**src/rtl/mem_access.sv**
```systemverilog
// Memory-access pipeline stage: IDLE/REQ/WAIT data-bus sequencer with byte/half/word lanes.
// Optional misalignment trap enabled by defining MEM_ALIGN_TRAP_EN.
module mem_access (
    input  logic        clk,
    input  logic        resetn,
    input  logic [31:0] ex_pc,
    input  logic [31:0] ex_alu_out,
    input  logic [31:0] ex_rdata2,
    input  logic [4:0]  ex_rd,
    input  logic        ex_rf_we,
    input  logic        ex_is_ram,
    input  logic        ex_ram_we,
    input  logic [1:0]  ex_mem_size,
    input  logic        ex_mem_sext,
    output logic        dmem_req,
    output logic        dmem_we,
    output logic [31:0] dmem_addr,
    output logic [3:0]  dmem_be,
    output logic [31:0] dmem_wdata,
    input  logic        dmem_gnt,
    input  logic        dmem_rvalid,
    input  logic [31:0] dmem_rdata,
    output logic        mem_stall,
    output logic        wb_valid,
    output logic [31:0] wb_pc,
    output logic [31:0] wb_wdata,
    output logic [4:0]  wb_rd,
    output logic        wb_rf_we,
    output logic        mem_exc
);

    localparam int unsigned XLEN = 32;
    localparam logic [1:0] SZ_BYTE = 2'b00;
    localparam logic [1:0] SZ_HALF = 2'b01;

    typedef enum logic [1:0] {IDLE, REQ, WAIT} state_e;

    state_e            state_q, state_d;
    logic [1:0]        lane_q, lane_d;
    logic [1:0]        size_q, size_d;
    logic              sext_q, sext_d;
    logic              dmem_req_q, dmem_req_d;
    logic              dmem_we_q, dmem_we_d;
    logic [XLEN-1:0]   dmem_addr_q, dmem_addr_d;
    logic [3:0]        dmem_be_q, dmem_be_d;
    logic [XLEN-1:0]   dmem_wdata_q, dmem_wdata_d;
    logic              wb_valid_q, wb_valid_d;
    logic [XLEN-1:0]   wb_pc_q, wb_pc_d;
    logic [XLEN-1:0]   wb_wdata_q, wb_wdata_d;
    logic [4:0]        wb_rd_q, wb_rd_d;
    logic              wb_rf_we_q, wb_rf_we_d;
    logic              mem_exc_q, mem_exc_d;

    logic [XLEN-1:0]   ea_c;
    logic [3:0]        be_c;
    logic [XLEN-1:0]   st_data_c;
    logic [XLEN-1:0]   load_data_c;
    logic [7:0]        ld_byte_c;
    logic [15:0]       ld_half_c;
    logic              start_c;
    logic              complete_c;

    // Effective address with sub-size offset bits forced to zero for halves/words
    always_comb begin
        ea_c = ex_alu_out;
        if (ex_mem_size[1]) begin
            ea_c[1:0] = 2'b00;
        end else if (ex_mem_size == SZ_HALF) begin
            ea_c[0] = 1'b0;
        end
    end

`ifdef MEM_ALIGN_TRAP_EN
    logic misaligned_c;
    assign misaligned_c = (ex_mem_size[1] && (ex_alu_out[1:0] != 2'b00)) ||
                          ((ex_mem_size == SZ_HALF) && ex_alu_out[0]);
    assign start_c = ex_is_ram && !misaligned_c;
`else
    assign start_c = ex_is_ram;
`endif

    // Byte enables and replicated store data for the requested size
    always_comb begin
        case (ex_mem_size)
            SZ_BYTE: begin
                be_c      = 4'(4'b0001 << ea_c[1:0]);
                st_data_c = {4{ex_rdata2[7:0]}};
            end
            SZ_HALF: begin
                be_c      = 4'(4'b0011 << ea_c[1:0]);
                st_data_c = {2{ex_rdata2[15:0]}};
            end
            default: begin
                be_c      = 4'b1111;
                st_data_c = ex_rdata2;
            end
        endcase
    end

    // Little-endian lane select plus zero/sign extension of load data
    always_comb begin
        case (lane_q)
            2'd0:    ld_byte_c = dmem_rdata[7:0];
            2'd1:    ld_byte_c = dmem_rdata[15:8];
            2'd2:    ld_byte_c = dmem_rdata[23:16];
            default: ld_byte_c = dmem_rdata[31:24];
        endcase
        ld_half_c = lane_q[1] ? dmem_rdata[31:16] : dmem_rdata[15:0];
        case (size_q)
            SZ_BYTE: load_data_c = {{24{sext_q & ld_byte_c[7]}}, ld_byte_c};
            SZ_HALF: load_data_c = {{16{sext_q & ld_half_c[15]}}, ld_half_c};
            default: load_data_c = dmem_rdata;
        endcase
    end

    assign complete_c = ((state_q == REQ) && dmem_gnt && dmem_rvalid) ||
                        ((state_q == WAIT) && dmem_rvalid);

    assign mem_stall = ((state_q != IDLE) && !complete_c) ||
                       ((state_q == IDLE) && start_c);

    // Next-state and registered-output logic
    always_comb begin
        state_d      = state_q;
        lane_d       = lane_q;
        size_d       = size_q;
        sext_d       = sext_q;
        dmem_req_d   = dmem_req_q;
        dmem_we_d    = dmem_we_q;
        dmem_addr_d  = dmem_addr_q;
        dmem_be_d    = dmem_be_q;
        dmem_wdata_d = dmem_wdata_q;
        wb_valid_d   = 1'b0;
        wb_pc_d      = wb_pc_q;
        wb_wdata_d   = wb_wdata_q;
        wb_rd_d      = wb_rd_q;
        wb_rf_we_d   = wb_rf_we_q;
        mem_exc_d    = 1'b0;

        case (state_q)
            IDLE: begin
                if (!ex_is_ram) begin
                    wb_valid_d = 1'b1;
                    wb_pc_d    = ex_pc;
                    wb_wdata_d = ex_alu_out;
                    wb_rd_d    = ex_rd;
                    wb_rf_we_d = ex_rf_we;
                end else if (start_c) begin
                    state_d      = REQ;
                    lane_d       = ea_c[1:0];
                    size_d       = ex_mem_size;
                    sext_d       = ex_mem_sext;
                    dmem_req_d   = 1'b1;
                    dmem_we_d    = ex_ram_we;
                    dmem_addr_d  = {ea_c[31:2], 2'b00};
                    dmem_be_d    = be_c;
                    dmem_wdata_d = st_data_c;
                end
`ifdef MEM_ALIGN_TRAP_EN
                else begin
                    wb_valid_d = 1'b1;
                    wb_pc_d    = ex_pc;
                    wb_wdata_d = ex_alu_out;
                    wb_rd_d    = ex_rd;
                    wb_rf_we_d = 1'b0;
                    mem_exc_d  = 1'b1;
                end
`endif
            end
            REQ: begin
                if (dmem_gnt) begin
                    dmem_req_d = 1'b0;
                    state_d    = WAIT;
                end
            end
            WAIT: begin
                state_d = WAIT;
            end
            default: begin
                state_d = IDLE;
            end
        endcase

        // A response retires the access (also covers grant+rvalid in REQ)
        if (complete_c) begin
            state_d    = IDLE;
            dmem_req_d = 1'b0;
            wb_valid_d = 1'b1;
            wb_pc_d    = ex_pc;
            wb_wdata_d = load_data_c;
            wb_rd_d    = ex_rd;
            wb_rf_we_d = ex_rf_we & ~dmem_we_q;
        end
    end

    always_ff @(posedge clk) begin
        if (!resetn) begin
            state_q      <= IDLE;
            lane_q       <= 2'b00;
            size_q       <= 2'b00;
            sext_q       <= 1'b0;
            dmem_req_q   <= 1'b0;
            dmem_we_q    <= 1'b0;
            dmem_addr_q  <= '0;
            dmem_be_q    <= 4'b0000;
            dmem_wdata_q <= '0;
            wb_valid_q   <= 1'b0;
            wb_pc_q      <= '0;
            wb_wdata_q   <= '0;
            wb_rd_q      <= 5'd0;
            wb_rf_we_q   <= 1'b0;
            mem_exc_q    <= 1'b0;
        end else begin
            state_q      <= state_d;
            lane_q       <= lane_d;
            size_q       <= size_d;
            sext_q       <= sext_d;
            dmem_req_q   <= dmem_req_d;
            dmem_we_q    <= dmem_we_d;
            dmem_addr_q  <= dmem_addr_d;
            dmem_be_q    <= dmem_be_d;
            dmem_wdata_q <= dmem_wdata_d;
            wb_valid_q   <= wb_valid_d;
            wb_pc_q      <= wb_pc_d;
            wb_wdata_q   <= wb_wdata_d;
            wb_rd_q      <= wb_rd_d;
            wb_rf_we_q   <= wb_rf_we_d;
            mem_exc_q    <= mem_exc_d;
        end
    end

    assign dmem_req   = dmem_req_q;
    assign dmem_we    = dmem_we_q;
    assign dmem_addr  = dmem_addr_q;
    assign dmem_be    = dmem_be_q;
    assign dmem_wdata = dmem_wdata_q;
    assign wb_valid   = wb_valid_q;
    assign wb_pc      = wb_pc_q;
    assign wb_wdata   = wb_wdata_q;
    assign wb_rd      = wb_rd_q;
    assign wb_rf_we   = wb_rf_we_q;
    assign mem_exc    = mem_exc_q;

endmodule

```
**config.mk**
```make
export PLATFORM = sky130hd
export DESIGN_NAME = mem_access
export DESIGN_NICKNAME = d
export VERILOG_FILES = /design/src/rtl/mem_access.sv
export SDC_FILE = /design/constraint.sdc
export NUM_CORES = 1
export LEC_CHECK = 0
export ABC_AREA = 1
export CORE_ASPECT_RATIO = 1.2
export CORE_MARGIN = 2
export CORE_UTILIZATION = 42
export DETAILED_ROUTE_END_ITERATION = 8
export PLACE_DENSITY_LB_ADDON = 0.2
export SYNTH_ARGS = -nofsm -noshare
export SYNTH_HDL_FRONTEND = slang
export SYNTH_SLANG_ARGS = --single-unit
```
**constraint.sdc**
```tcl
create_clock -name clk -period 2.1 [get_ports clk]
set_input_delay 0.315 -clock clk [delete_from_list [all_inputs] [get_ports clk]]
set_output_delay 0.315 -clock clk [all_outputs]
set_load 0.01 [all_outputs]
```
==> impl_metrics.py, run 1 <==
metrics = {
    "run_status": {
        "outcome": "finished clean",
    },
    "setup_path": {
        "crit_required_ns": 1.78,
        "crit_fanout": 3,
        "max_stage_delay_ns": 0.38,
        "critical_path_arrival_ns": 1.63,
        "critical_path.top_delay_family": "simple AND/OR/NAND/NOR gates",
        "rr_endpoint": "wb_wdata[19]",
        "crit_path_cell_trace": "inv_1 -> ha_1 -> nand2_1 -> nand2_1 -> nand2_4 -> nand2_8 -> nand2_1 -> clkbuf_2",
        "crit_top_cell": "nand2_1",
        "worstSetupStartpointType": "flop",
        "crit_path_top_delay_cell": "dfxtp_1",
        "crit_buf_inv": 2,
        "rrSetupSlack_ns": 0.19,
        "ff2ff_path_depth": 12,
        "crit_type": "reg -> out",
        "critPathCaptureType": "output pin",
        "r2r_start": "state_q[1]",
    },
    "logic_synthesis": {
        "ys_warn_count": 0,
        "yosys.area_share.xor_xnor": 0,
        "yosysSeqAreaShare": 0.451,
        "netlist_area_um2": 6480,
        "ys_types": 37,
        "synth-compound-area-share": 0.144,
        "syn_area_per_cell_um2": 7.01,
        "synthAdderAreaFrac": 0.00580,
        "synth_top_family_by_area": "simple AND/OR/NAND/NOR gates",
        "synthCells": 924,
        "yosys.area_share.simple": 0.310,
        "synth_seq_cells": 146,
        "muxShareOfSynthArea": 0,
    },
    "global_route": {
        "grt_usage": 0.255,
        "grt_max_degree": 59,
        "grt_overflow": 0,
        "antenna_found_initial": 0,
        "grt_pass1_vias": 6417,
        "grt_pass1_wl_um": 33400,
    },
    "clock_tree": {
        "clk_latency_ns": 0.42,
        "htreeDepth": 4,
        "cts_hold_buf": 0,
        "cts_resized": 2,
        "post_cts_buffers": 0,
        "cts_root_buffer": "clkbuf_16",
        "cts_buffers": 17,
        "clk_pin_slew_ns": 0.06,
        "cts_max_path_buffers": 2,
        "cts_tree": "yes",
        "cts.sinks": 146,
    },
    "route": {
        "first_pass_iters": 4,
        "drtIter0Drc": 443,
        "routed_via_density": 4.89,
        "avgRoutedWirePerCell_um": 15.1,
        "vias": 6881,
        "antenna_left": 0,
        "drc": 0,
        "finalWirelength_um": 21300,
    },
    "worst_hold_path": {
        "hold_path_end": "lane_q[0]",
        "worstHoldPathType": "in -> reg",
        "holdCritStartpoint": "resetn",
        "whs_path_depth": 3,
    },
    "sta": {
        "final.setup.tns_ns": 0,
        "fmax_mhz": 514,
        "grt_setup_unrepaired": "no",
        "setup-violations-final": 0,
        "finalHoldViolCount": 0,
        "post-route-period-util": 0.927,
        "fin_crit_ns": 1.95,
        "final_max_slew_viol_count": 0,
        "clock_skew_ns": 0.00708,
    },
    "die": {
        "die_w_um": 117,
        "dieArea_um2": 16400,
        "start_util": 0.431,
        "fp.dieH_um": 140,
        "core_um2": 15000,
        "io_pins": 286,
        "rows": 49,
    },
    "placement": {
        "io_buffers": 282,
        "gp_congestion": 0.911,
        "place_area_um2": 9440,
        "dp_hpwl_um": 15700,
    },
    "cells_and_area": {
        "area_growth_pct": 55.7,
        "final_cell_mix": "287 x nand2_1, 280 x clkdlybuf4s50_1, 146 x dfxtp_1",
        "final_util": 0.671,
        "drive_gt1_frac": 0.0714,
        "nets": 1337,
        "n_antenna_cell": 0,
        "layout_commonest_cell": "nand2_1",
        "finalInstanceArea_um2": 10100,
    },
    "flow_run": {
        "cap_viol_max_count": 0,
    },
    "power_and_ir_drop": {
        "ir_drop_mv": 0.540,
        "p_leak_nw": 4.31,
        "powerDensity_nw_per_um2": 1200,
    },
}
## stage by stage
| step | instances | power (mW) | setup slack [ns] | hold WS (ns) |
|---|---|---|---|---|
| CTS | 1408 | 12.2 | 0.00343 | 0.341 |
| global route | 1408 | 12.8 | 0.0456 | 0.375 |
| detailed placement | 1376 | 8.83 | 0.0234 | 0.440 |
| finish | 1408 | 12.1 | 0.153 | 0.358 |
| global placement | 1376 | 8.77 | 0.0621 | 0.436 |
| floorplan | 926 | 6.51 | 0.556 | 0.418 |
## report_power, final
part / switching, mW / internal, mW
Sequential: 0.411 / 3.52
Clock: 1.20 / 2.14
Combinational: 2.55 / 2.30
## flip-flops by register name (all words and copies together), names as in the netlist
register,cells
dmem_wdata,32
wb_pc,32
wb_wdata,32
dmem_addr,30
wb_rd,5
dmem_be,4
lane_q,2
size_q,2
state_q,2
dmem_req,1
dmem_we,1
sext_q,1
wb_rf_we,1
wb_valid,1
## worst reg2reg max path: cells and delay by family, from the launching register on
kind / cells / cell delay, ns
AND/OR/NAND/NOR: 8 / 0.69
adder cells (fa/ha/maj): 1 / 0.19
flip-flops: 1 / 0.38
buffers and inverters: 3 / 0.54
## worst max path at each step
stage,startpoint,end,slack [ns],cells past startpoint
final,state_q[1],mem_stall,0.15,8
after global routing,state_q[1],mem_stall,0.05,8
after CTS,state_q[1],mem_stall,0.003,8
after detailed placement,dmem_gnt,wb_pc[25],0.02,10
after global placement,dmem_gnt,mem_stall,0.06,7
after floorplan,state_q[0],mem_stall,0.56,6
## kinds of logic after synthesis
group | Yosys count
buffers and inverters | 118
other | 1
DFF | 146
AOI/OAI and AO/OA | 167
and+or+nand+nor | 489
adders and majority gates | 3
## cells in the mapped netlist, drive strengths merged
cell type  number  area, um^2
a22oi          10        75.1
nand3b          1        7.51
o22ai          10        62.6
o221ai          8        70.1
or3             1        6.26
or2            12        75.1
nand3          41         223
a31oi           1        6.26
nor3            1        5.00
o21a            1        8.76
o21ai          56         280
a21oi          73         369
a211oi          1        7.51
buf            46         302
conb            1        3.75
ha              3        37.5
dfxtp         146        2920
nor2          141         554
inv            63         236
o211ai          6        45.0
o31ai           1        7.51
nand2         292        1140
clkbuf          9        33.8
## metal layers
metal	GRT usage	wire [um]
met1	0.326	9380
met2	0.411	9750
met3	0.0627	1480
met4	0.114	667
met5	0	0
## cell type report
class,count,area [um^2]
clock buffer,19,443
clock inverter,13,208
fill,1322,4940
inverter,63,236
multi-input combinational,662,2990
sequential,146,2920
tap,204,255
timing repair buffer,301,3030
(Power assumes the default switching activity.)
==> run 2, diff against run 1 <==
--- a/config.mk
+++ b/config.mk
@@ -6,6 +6,7 @@
 export NUM_CORES = 1
 export LEC_CHECK = 0
 export ABC_AREA = 1
+export CAP_MARGIN = 5
 export CORE_ASPECT_RATIO = 1.2
 export CORE_MARGIN = 2
 export CORE_UTILIZATION = 42
==> results of run 2 <==
The final DEF is identical to that of run 1; final timing and power are the same.
==> run 3, diff against run 2 <==
--- a/config.mk
+++ b/config.mk
@@ -11,6 +11,7 @@
 export CORE_MARGIN = 2
 export CORE_UTILIZATION = 42
 export DETAILED_ROUTE_END_ITERATION = 8
+export HOLD_SLACK_MARGIN = 0.06
 export PLACE_DENSITY_LB_ADDON = 0.2
 export SYNTH_ARGS = -nofsm -noshare
 export SYNTH_HDL_FRONTEND = slang
==> results of run 3 <==
The final DEF is identical to that of run 1; final timing and power are the same.
